**src/rtl/mc_ctrl.sv**
```systemverilog
// Multicycle MIPS-style control FSM. It sequences fetch/decode/execute/memory phases,
// drives the datapath selects and write strobes, and counts retired instructions.
module mc_ctrl (
    input  logic        clk_i,
    input  logic        rst_n_i,
    input  logic [31:0] inst_i,
    input  logic [1:0]  zero_i,
    input  logic        mem_ready_i,
    output logic        mem_re_o,
    output logic        mem_we_o,
    output logic        iord_o,
    output logic        ir_we_o,
    output logic        pc_we_o,
    output logic        reg_we_o,
    output logic        regdst_o,
    output logic        memtoreg_o,
    output logic        alusrca_o,
    output logic [1:0]  alusrcb_o,
    output logic [1:0]  pcsrc_o,
    output logic [5:0]  aluop_o,
    output logic [3:0]  state_o,
    output logic        illegal_o,
    output logic [31:0] retired_o
);
    localparam logic [5:0] ALUOP_ADD  = 6'd0;
    localparam logic [5:0] ALUOP_SUB  = 6'd1;
    localparam logic [5:0] ALUOP_AND  = 6'd2;
    localparam logic [5:0] ALUOP_OR   = 6'd3;
    localparam logic [5:0] ALUOP_XOR  = 6'd4;
    localparam logic [5:0] ALUOP_NOR  = 6'd5;
    localparam logic [5:0] ALUOP_SLT  = 6'd6;
    localparam logic [5:0] ALUOP_SLTU = 6'd7;
    localparam logic [5:0] ALUOP_SLL  = 6'd8;
    localparam logic [5:0] ALUOP_SRL  = 6'd9;
    localparam logic [5:0] ALUOP_SRA  = 6'd10;
    localparam logic [5:0] ALUOP_SLLV = 6'd11;
    localparam logic [5:0] ALUOP_SRLV = 6'd12;
    localparam logic [5:0] ALUOP_SRAV = 6'd13;
    localparam logic [5:0] ALUOP_LUI  = 6'd14;
    localparam logic [5:0] ALUOP_BEQ  = 6'd15;
    localparam logic [5:0] ALUOP_BNE  = 6'd16;
    localparam logic [5:0] ALUOP_BLEZ = 6'd17;
    localparam logic [5:0] ALUOP_BGTZ = 6'd18;
    localparam logic [5:0] ALUOP_BGEZ = 6'd19;
    localparam logic [5:0] ALUOP_BLTZ = 6'd20;

    typedef enum logic [3:0] {
        S_FETCH  = 4'd0, S_DECODE = 4'd1, S_EXEC  = 4'd2, S_MEMADR = 4'd3,
        S_MEMRD  = 4'd4, S_MEMWB  = 4'd5, S_MEMWR = 4'd6, S_RWB    = 4'd7,
        S_BRANCH = 4'd8, S_JUMP   = 4'd9
    } state_t;

    state_t      state_q, state_d, dec_next;
    logic [5:0]  aluop_q, aluop_d, dec_aluop;
    logic        rtype_q, rtype_d, sw_q, sw_d, dec_legal;
    logic [31:0] retired_q, retired_d;
    logic [5:0]  opcode, funct;
    logic        unused_inst;

    assign opcode      = inst_i[31:26];
    assign funct       = inst_i[5:0];
    assign unused_inst = ^{inst_i[25:21], inst_i[15:6]};

    always_comb begin
        dec_aluop = ALUOP_ADD;
        dec_legal = 1'b1;
        dec_next  = S_FETCH;
        case (opcode)
            6'b000000: begin
                dec_next = S_EXEC;
                case (funct)
                    6'b100000, 6'b100001: dec_aluop = ALUOP_ADD;
                    6'b100010, 6'b100011: dec_aluop = ALUOP_SUB;
                    6'b100100: dec_aluop = ALUOP_AND;
                    6'b100101: dec_aluop = ALUOP_OR;
                    6'b100110: dec_aluop = ALUOP_XOR;
                    6'b100111: dec_aluop = ALUOP_NOR;
                    6'b101010: dec_aluop = ALUOP_SLT;
                    6'b101011: dec_aluop = ALUOP_SLTU;
                    6'b000000: dec_aluop = ALUOP_SLL;
                    6'b000010: dec_aluop = ALUOP_SRL;
                    6'b000011: dec_aluop = ALUOP_SRA;
                    6'b000100: dec_aluop = ALUOP_SLLV;
                    6'b000110: dec_aluop = ALUOP_SRLV;
                    6'b000111: dec_aluop = ALUOP_SRAV;
                    default:   dec_legal = 1'b0;
                endcase
            end
            6'b001000, 6'b001001: begin dec_next = S_EXEC; dec_aluop = ALUOP_ADD;  end
            6'b001010:            begin dec_next = S_EXEC; dec_aluop = ALUOP_SLT;  end
            6'b001011:            begin dec_next = S_EXEC; dec_aluop = ALUOP_SLTU; end
            6'b001100:            begin dec_next = S_EXEC; dec_aluop = ALUOP_AND;  end
            6'b001101:            begin dec_next = S_EXEC; dec_aluop = ALUOP_OR;   end
            6'b001110:            begin dec_next = S_EXEC; dec_aluop = ALUOP_XOR;  end
            6'b001111:            begin dec_next = S_EXEC; dec_aluop = ALUOP_LUI;  end
            6'b100011, 6'b101011: dec_next = S_MEMADR;
            6'b000001: begin
                dec_next  = S_BRANCH;
                dec_aluop = inst_i[16] ? ALUOP_BGEZ : ALUOP_BLTZ;
            end
            6'b000100: begin dec_next = S_BRANCH; dec_aluop = ALUOP_BEQ;  end
            6'b000101: begin dec_next = S_BRANCH; dec_aluop = ALUOP_BNE;  end
            6'b000110: begin dec_next = S_BRANCH; dec_aluop = ALUOP_BLEZ; end
            6'b000111: begin dec_next = S_BRANCH; dec_aluop = ALUOP_BGTZ; end
            6'b000010: dec_next = S_JUMP;
            default:   dec_legal = 1'b0;
        endcase
    end

    // Decoded fields are captured in DECODE so EXEC/RWB/BRANCH see a stable copy.
    always_comb begin
        state_d   = state_q;
        aluop_d   = aluop_q;
        rtype_d   = rtype_q;
        sw_d      = sw_q;
        retired_d = retired_q;
        case (state_q)
            S_FETCH:  if (mem_ready_i) state_d = S_DECODE;
            S_DECODE: begin
                aluop_d = dec_aluop;
                rtype_d = (opcode == 6'b000000);
                sw_d    = (opcode == 6'b101011);
                state_d = dec_legal ? dec_next : S_FETCH;
            end
            S_EXEC:   state_d = S_RWB;
            S_MEMADR: state_d = sw_q ? S_MEMWR : S_MEMRD;
            S_MEMRD:  if (mem_ready_i) state_d = S_MEMWB;
            S_MEMWR:  if (mem_ready_i) state_d = S_FETCH;
            default:  state_d = S_FETCH;
        endcase
        if (state_d == S_FETCH && state_q != S_FETCH && state_q != S_DECODE)
            retired_d = retired_q + 32'd1;
    end

    always_ff @(posedge clk_i or negedge rst_n_i) begin
        if (!rst_n_i) begin
            state_q   <= S_FETCH;
            aluop_q   <= ALUOP_ADD;
            rtype_q   <= 1'b0;
            sw_q      <= 1'b0;
            retired_q <= 32'd0;
        end else begin
            state_q   <= state_d;
            aluop_q   <= aluop_d;
            rtype_q   <= rtype_d;
            sw_q      <= sw_d;
            retired_q <= retired_d;
        end
    end

    // Memory handshake: mem_re_o/mem_we_o stay high with a stable address select
    // until a cycle in which mem_ready_i is high; that cycle completes the access.
    logic       re_c, we_c, iord_c, irwe_c, pcwe_c, regwe_c, regdst_c, m2r_c, asa_c, ill_c;
    logic [1:0] asb_c, pcs_c;
    logic [5:0] aop_c;

    always_comb begin
        {re_c, we_c, iord_c, irwe_c, pcwe_c, regwe_c, regdst_c, m2r_c, asa_c, ill_c} = '0;
        asb_c = 2'b00;
        pcs_c = 2'b00;
        aop_c = ALUOP_ADD;
        case (state_q)
            S_FETCH:  begin re_c = 1'b1; asb_c = 2'b01; irwe_c = mem_ready_i; pcwe_c = mem_ready_i; end
            S_DECODE: begin asb_c = 2'b11; ill_c = ~dec_legal; end
            S_EXEC:   begin asa_c = 1'b1; asb_c = rtype_q ? 2'b00 : 2'b10; aop_c = aluop_q; end
            S_RWB:    begin regwe_c = 1'b1; regdst_c = rtype_q; aop_c = aluop_q; end
            S_MEMADR: begin asa_c = 1'b1; asb_c = 2'b10; end
            S_MEMRD:  begin re_c = 1'b1; iord_c = 1'b1; end
            S_MEMWB:  begin regwe_c = 1'b1; m2r_c = 1'b1; end
            S_MEMWR:  begin we_c = 1'b1; iord_c = 1'b1; end
            S_BRANCH: begin asa_c = 1'b1; pcs_c = 2'b01; aop_c = aluop_q; pcwe_c = (zero_i == 2'b01); end
            S_JUMP:   begin pcs_c = 2'b10; pcwe_c = 1'b1; end
            default:  ;
        endcase
    end

    // Reset gates every output immediately, even mid-transaction.
    assign mem_re_o   = rst_n_i & re_c;
    assign mem_we_o   = rst_n_i & we_c;
    assign iord_o     = rst_n_i & iord_c;
    assign ir_we_o    = rst_n_i & irwe_c;
    assign pc_we_o    = rst_n_i & pcwe_c;
    assign reg_we_o   = rst_n_i & regwe_c;
    assign regdst_o   = rst_n_i & regdst_c;
    assign memtoreg_o = rst_n_i & m2r_c;
    assign alusrca_o  = rst_n_i & asa_c;
    assign illegal_o  = rst_n_i & ill_c;
    assign alusrcb_o  = rst_n_i ? asb_c : 2'b00;
    assign pcsrc_o    = rst_n_i ? pcs_c : 2'b00;
    assign aluop_o    = rst_n_i ? aop_c : 6'd0;
    assign state_o    = state_q;
    assign retired_o  = retired_q;
endmodule

```
**config.mk**
```make
export PLATFORM = sky130hd
export DESIGN_NAME = mc_ctrl
export DESIGN_NICKNAME = d
export VERILOG_FILES = /design/src/rtl/mc_ctrl.sv
export SDC_FILE = /design/constraint.sdc
export NUM_CORES = 1
export LEC_CHECK = 0
export BUFFER_PORTS_ARGS = -buffer_cell sky130_fd_sc_hd__buf_2
export CELL_PAD_IN_SITES_DETAIL_PLACEMENT = 0
export CELL_PAD_IN_SITES_GLOBAL_PLACEMENT = 2
export CORE_MARGIN = 1
export CORE_UTILIZATION = 31
export DETAILED_ROUTE_END_ITERATION = 6
export PLACE_DENSITY = 0.95
export REMOVE_ABC_BUFFERS = 1
export SLEW_MARGIN = 20
export SYNTH_ARGS = -nofsm -noshare
export SYNTH_HDL_FRONTEND = slang
export SYNTH_SLANG_ARGS = --single-unit
```
**constraint.sdc**
```tcl
create_clock -name clk_i -period 5.3 [get_ports clk_i]
set_input_delay 1.06 -clock clk_i [delete_from_list [all_inputs] [get_ports clk_i]]
set_output_delay 1.06 -clock clk_i [all_outputs]
set_load 0.01 [all_outputs]
```
# After elaboration in Yosys (flattened, before gate mapping)
# Cells that the tools add are included.
# word_totals
register_bits,44
inputBits,37
out_inout_bits,56
wordCells,106
# classes
n_addsub,1
n_eq_ne,42
muxes,29
n_bitwise,11
reduce_logical,18
# op_table
op,count
6-bit equality test (second input constant),12
5-bit one-hot mux with 12 select lines,1
4-bit one-hot mux with 13 select lines,1
6-bit by 4-bit equality test with 1-bit output (second input constant),8
6-bit by 3-bit equality test with 1-bit output (second input constant),7
32-bit by 1-bit adder with 32-bit output (second input constant),1
16-bit OR reduction,2
4-bit one-hot mux with 6 select lines,1
6-bit by 2-bit equality test with 1-bit output (second input constant),3
4-bit by 3-bit equality test with 1-bit output (second input constant),4
4-bit 2-to-1 mux,4
4-bit one-hot mux with 4 select lines,1
6-bit logical NOT,2
6-bit 2-to-1 mux,2
1-bit bitwise AND,10
1-bit 2-to-1 mux,10
2-bit OR reduction,5
9-bit OR reduction,1
4-bit by 2-bit equality test with 1-bit output (second input constant),2
4-bit equality test (second input constant),2
4-bit logical NOT,2
2-bit 2-to-1 mux,4
2-bit one-hot mux with 4 select lines,1
6-bit by 1-bit equality test with 1-bit output (second input constant),1
12 further kinds,14

# Depth between registers and ports, before layout
# depth
depth_word,9
depth_mapped,6
depth_no_buf,5

# Least setup slack after synthesis
# No wires, ideal clock.
# synth_timing
path_type,input to output
start,in inst_i[26]
end,out illegal_o
arrival_ns,2.246
t_required_ns,4.240
path_slack_ns,1.994
cell_stages,5
path_buffers,0
path_cell_list,or4_1 -> or2_4 -> nor3_4 -> o211ai_1 -> nor4bb_1
# synth_via
elab_chain_len,6
elab_cells_between_ends,22
classes_between,eq/ne (16); mux (2); bitwise (2); reduce/logical (2)
# synth_rtl
element,line,rtl
start: declaration,6,"input logic [31:0] inst_i,"
6-bit equality test (tied with other cells),68,case (opcode)
16-bit OR reduction (no line),-,
1-bit one-hot mux with 2 select lines *,68,
1-bit inverter *,164,S_DECODE: begin asb_c = 2'b11; ill_c = ~dec_legal; end
1-bit 2-to-1 mux *,162,case (state_q)
1-bit bitwise AND *,187,assign illegal_o = rst_n_i & ill_c;
end: declaration,22,"output logic illegal_o,"
# Every way passes the cells marked *; elsewhere a longest branch is shown, timed or not.

# Final worst setup path
# Ends and elaborated chain as after synthesis.

==> flow_metrics.env <==
export IMPL_dieHeight_um=91.9
export IMPL_drive_above_1_share_pct=26.8
export IMPL_synth_compound_area_share_pct=10.6
export IMPL_drt_first_iter_violations=93
export IMPL_fillers=792
export IMPL_ant_nets=0
export IMPL_cts_htree_levels=2
export IMPL_grt_ovfl_total=0
export IMPL_postCtsSetupRepairBufs=0
export IMPL_drv_slew=0
export IMPL_worstSkewPairLatency_ns=0.29
export IMPL_synthSimpleGateAreaFrac_pct=28.1
export IMPL_leakage_nw=1.45
export IMPL_worst_path_buf_inv=2
export IMPL_yosys_area_share_adder_pct=0.499
export IMPL_synth_edf_count=0
export IMPL_grt_pass1_wl_um=9780
export IMPL_rrSetupSlack_ns=3.12
export IMPL_grt_pass1_vias=2013
export IMPL_hpwl_um=4320
export IMPL_p_int_mw=0.583
export IMPL_cts_sinks=43
export IMPL_status="finished, final reports clean"
export IMPL_seqPwrFrac_pct=47.8
export IMPL_tns_ns=0
export IMPL_path_cells="buf_2 > or4_1 > or2_4 > nor3_4 > o211ai_1 > nor4bb_1 > buf_2"
export IMPL_worst_slack_ns=1.50
export IMPL_clkSlewWorstSetupHoldPaths_ns=0.08
export IMPL_dp_cells=434
export IMPL_power_density_nw_per_um2=294
export IMPL_crit_start="inst_i[26]"
export IMPL_synth_cells=269
export IMPL_crit_path_frequent_cell="buf_2"
export IMPL_final_nets=377
export IMPL_postCtsResizedCells=0
export IMPL_worst_pin_slew_ns=0.504
export IMPL_p_total_mw=0.900
export IMPL_muxShareOfSynthArea_pct=2.10
export IMPL_final_cells=442
export IMPL_period_share_pct=71.8
export IMPL_firstDrtPassIters=4
export IMPL_fmax_mhz=263
export IMPL_yosys_warnings=0
export IMPL_seqCellArea_um2=1080
export IMPL_cts_root_buffer="clkbuf_8"
export IMPL_r2r_end="retired_o[21]$_DFFE_PN0P_"
export IMPL_grt_start_max_net_pins=34
export IMPL_cts_tree="yes"
export IMPL_wl_per_cell_um=13.1
export IMPL_start_kind="input port"
export IMPL_clkPwrFrac_pct=25.5
export IMPL_num_vias=2185
export IMPL_synth_xor_area_share_pct=12.2
export IMPL_setup_viol=0
export IMPL_netlist_cell_type_count=49
export IMPL_p_switching_mw=0.317
export IMPL_ios=93
export IMPL_gp_congestion=0.763
export IMPL_whs_path_depth=2
export IMPL_rsz0062_at_grt="no"
export IMPL_syn_area_um2=2510
export IMPL_pwr_share_comb_pct=26.7
export IMPL_design_die_area_um2=8450
export IMPL_crit_required_ns=4.24
export IMPL_diodes=0
export IMPL_routed_via_density=4.94
export IMPL_crit_path_end_kind="output port"
export IMPL_initial_core_util_pct=32.3
export IMPL_drt_total_wl_um=5790
export IMPL_antenna_found_initial=0
export IMPL_synth_avg_cell_area_um2=9.32
export IMPL_fp_dieW_um=91.9
export IMPL_rr_worst_depth=5
export IMPL_row_count=32
export IMPL_ir_drop_uv=125
export IMPL_drc=0
export IMPL_multiInputGateArea_um2=1340
export IMPL_skew_ns=0.00518
export IMPL_finalCriticalPeriod_ns=3.80
export IMPL_fin_hold_ws_ns=0.477
export IMPL_ys_seq_area_share_pct=42.9
export IMPL_synth_top_family_by_area="simple AND/OR/NAND/NOR gates"
export IMPL_hold_path_class="flop to flop"
export IMPL_swShare_pct=35.2
export IMPL_critPathKind="input port to output port"
export IMPL_cap_violations=0
export IMPL_crit_family="simple AND/OR/NAND/NOR gates"
export IMPL_io_buffers=72
export IMPL_synthArstFlopShare_pct=100
export IMPL_grtUsageTotal_pct=14.4
export IMPL_worstHoldStart="aluop_q[0]$_DFFE_PN0P_"
export IMPL_hold_end="aluop_q[0]$_DFFE_PN0P_"
export IMPL_clockBufferDepth=2
export IMPL_crit_fanout=15
export IMPL_core_area_um2=7770
export IMPL_r2r_start="state_o[1]$_DFF_PN0_"
export IMPL_slew_headroom_pct=66.2
export IMPL_cts_buffers=5
export IMPL_area_growth_pct=22.1
export IMPL_synthFlopType="dfrtp_1"
export IMPL_post_place_ws_ns=1.48
export IMPL_cp_data_arrival_time_ns=2.74
export IMPL_holdBufCountCts=0
export IMPL_slowest_delay_ns=0.59
export IMPL_final_hold_violation_count=0
export IMPL_ys_seq_elements=43
export IMPL_cpMaxStageDelayCell="or4_1"
==> per-layer routing <==
layer / up-vias / GRT usage (%) / routed length, um
met2: 53 / 22.2 / 2740
met1: 1037 / 20.3 / 2690
met3: 9 / 2.82 / 278
met5: - / 0 / 0
met4: 0 / 4.56 / 83
li1: 1086 / - / -
==> power groups by stage <==
| stage | Combinational [mW] | Sequential (mW) | Clock, mW |
|---|---|---|---|
| after global routing | 0.269 | 0.441 | 0.252 |
| after floorplan | 0.138 | 0.434 | 0 |
| after CTS | 0.243 | 0.430 | 0.238 |
| after global placement | 0.242 | 0.436 | 0 |
| final | 0.241 | 0.430 | 0.229 |
| after detailed placement | 0.242 | 0.436 | 0 |
==> synthesized netlist by cell type, types with 2 or more instances <==
cell      instances  area share (%)
o21ai_0          11             2.2
nand4_1           7             1.7
o41ai_1           3             1.0
xnor2_1          29              10
mux2_2            2            0.90
nor3b_1           4             1.2
inv_1            11             1.6
nor4_4            2             1.7
a31oi_1           2            0.50
buf_2             3            0.60
and4_1            3             1.0
a21oi_1           9             1.8
nor3_1           10             2.0
mux2i_1           3             1.2
dfrtp_1          43              43
nand3_1          15             3.0
o211ai_1          2            0.60
xor2_1            6             2.1
and3_1            7             1.7
clkbuf_1          5            0.75
nor4_1            3            0.75
nor2b_1           6             1.5
nand2b_1          3            0.75
nand2_1          28             4.2
a211o_1           2            0.70
nor2_1           21             3.1
and2_1            7             1.7
==> how the worst max path moves through the flow <==
stage                 to  cells after the start  slack [ns]
2_1_floorplan  illegal_o                      5        1.99
3_3_place_gp   illegal_o                      7        1.51
3_5_place_dp   illegal_o                      7        1.48
4_1_cts        illegal_o                      7        1.48
5_1_grt        illegal_o                      7        1.40
6_report       illegal_o                      7        1.50
==> cells by family (layout without fill, tap and decap cells) <==
logic type               Yosys count  count (layout)
flip-flops                        43              43
other                              1               1
multiplexers                       5               5
buffers and inverters             21              92
XOR/XNOR                          35              35
AO/OA/AOI/OAI                     38              38
adder cells (fa/ha/maj)            1               1
AND/OR/NAND/NOR                  125             125
==> through the flow <==
stage	util, %	instance area, um^2
finish	39.4	3060
global route	39.4	3060
CTS	39.4	3060
detailed placement	38.1	2960
global placement	38.1	2960
floorplan	-	2460
==> layout make-up <==
type	count	share of cell area, %
Clock inverter	1	0.245
Inverter	11	1.35
Multi-Input combinational cell	205	43.9
Clock buffer	7	3.15
Sequential cell	43	35.2
Timing Repair Buffer	73	12.0
Tap cell	102	4.17
==> sequential cells by signal (all words and copies together), names as in the netlist <==
register   count
retired_o     32
state_o        4
sw_q           1
aluop_q        5
rtype_q        1
==> layout by cell type (no fill, tap or decap), drive strengths merged, types with 5 or more instances in the layout <==
| cell type | netlist | routed |
|---|---|---|
| buf | 5 | 73 |
| dfrtp | 43 | 43 |
| xnor2 | 29 | 29 |
| nand2 | 28 | 28 |
| nor2 | 21 | 21 |
| nand3 | 16 | 16 |
| inv | 11 | 11 |
| o21ai | 11 | 11 |
| nor3 | 11 | 11 |
| a21oi | 9 | 9 |
| and2 | 7 | 7 |
| and3 | 7 | 7 |
| nand4 | 7 | 7 |
| clkbuf | 5 | 7 |
| nor2b | 6 | 6 |
| xor2 | 6 | 6 |
| nor4 | 5 | 5 |
==> worst min-delay path, delay by kind of cell, from the launching register on <==
family | cells | cell delay, ns
AND/OR/NAND/NOR | 1 | 0.04
flip-flops | 1 | 0.34
AO/OA/AOI/OAI | 1 | 0.06
No activity file was read; power rests on OpenSTA's default activity.
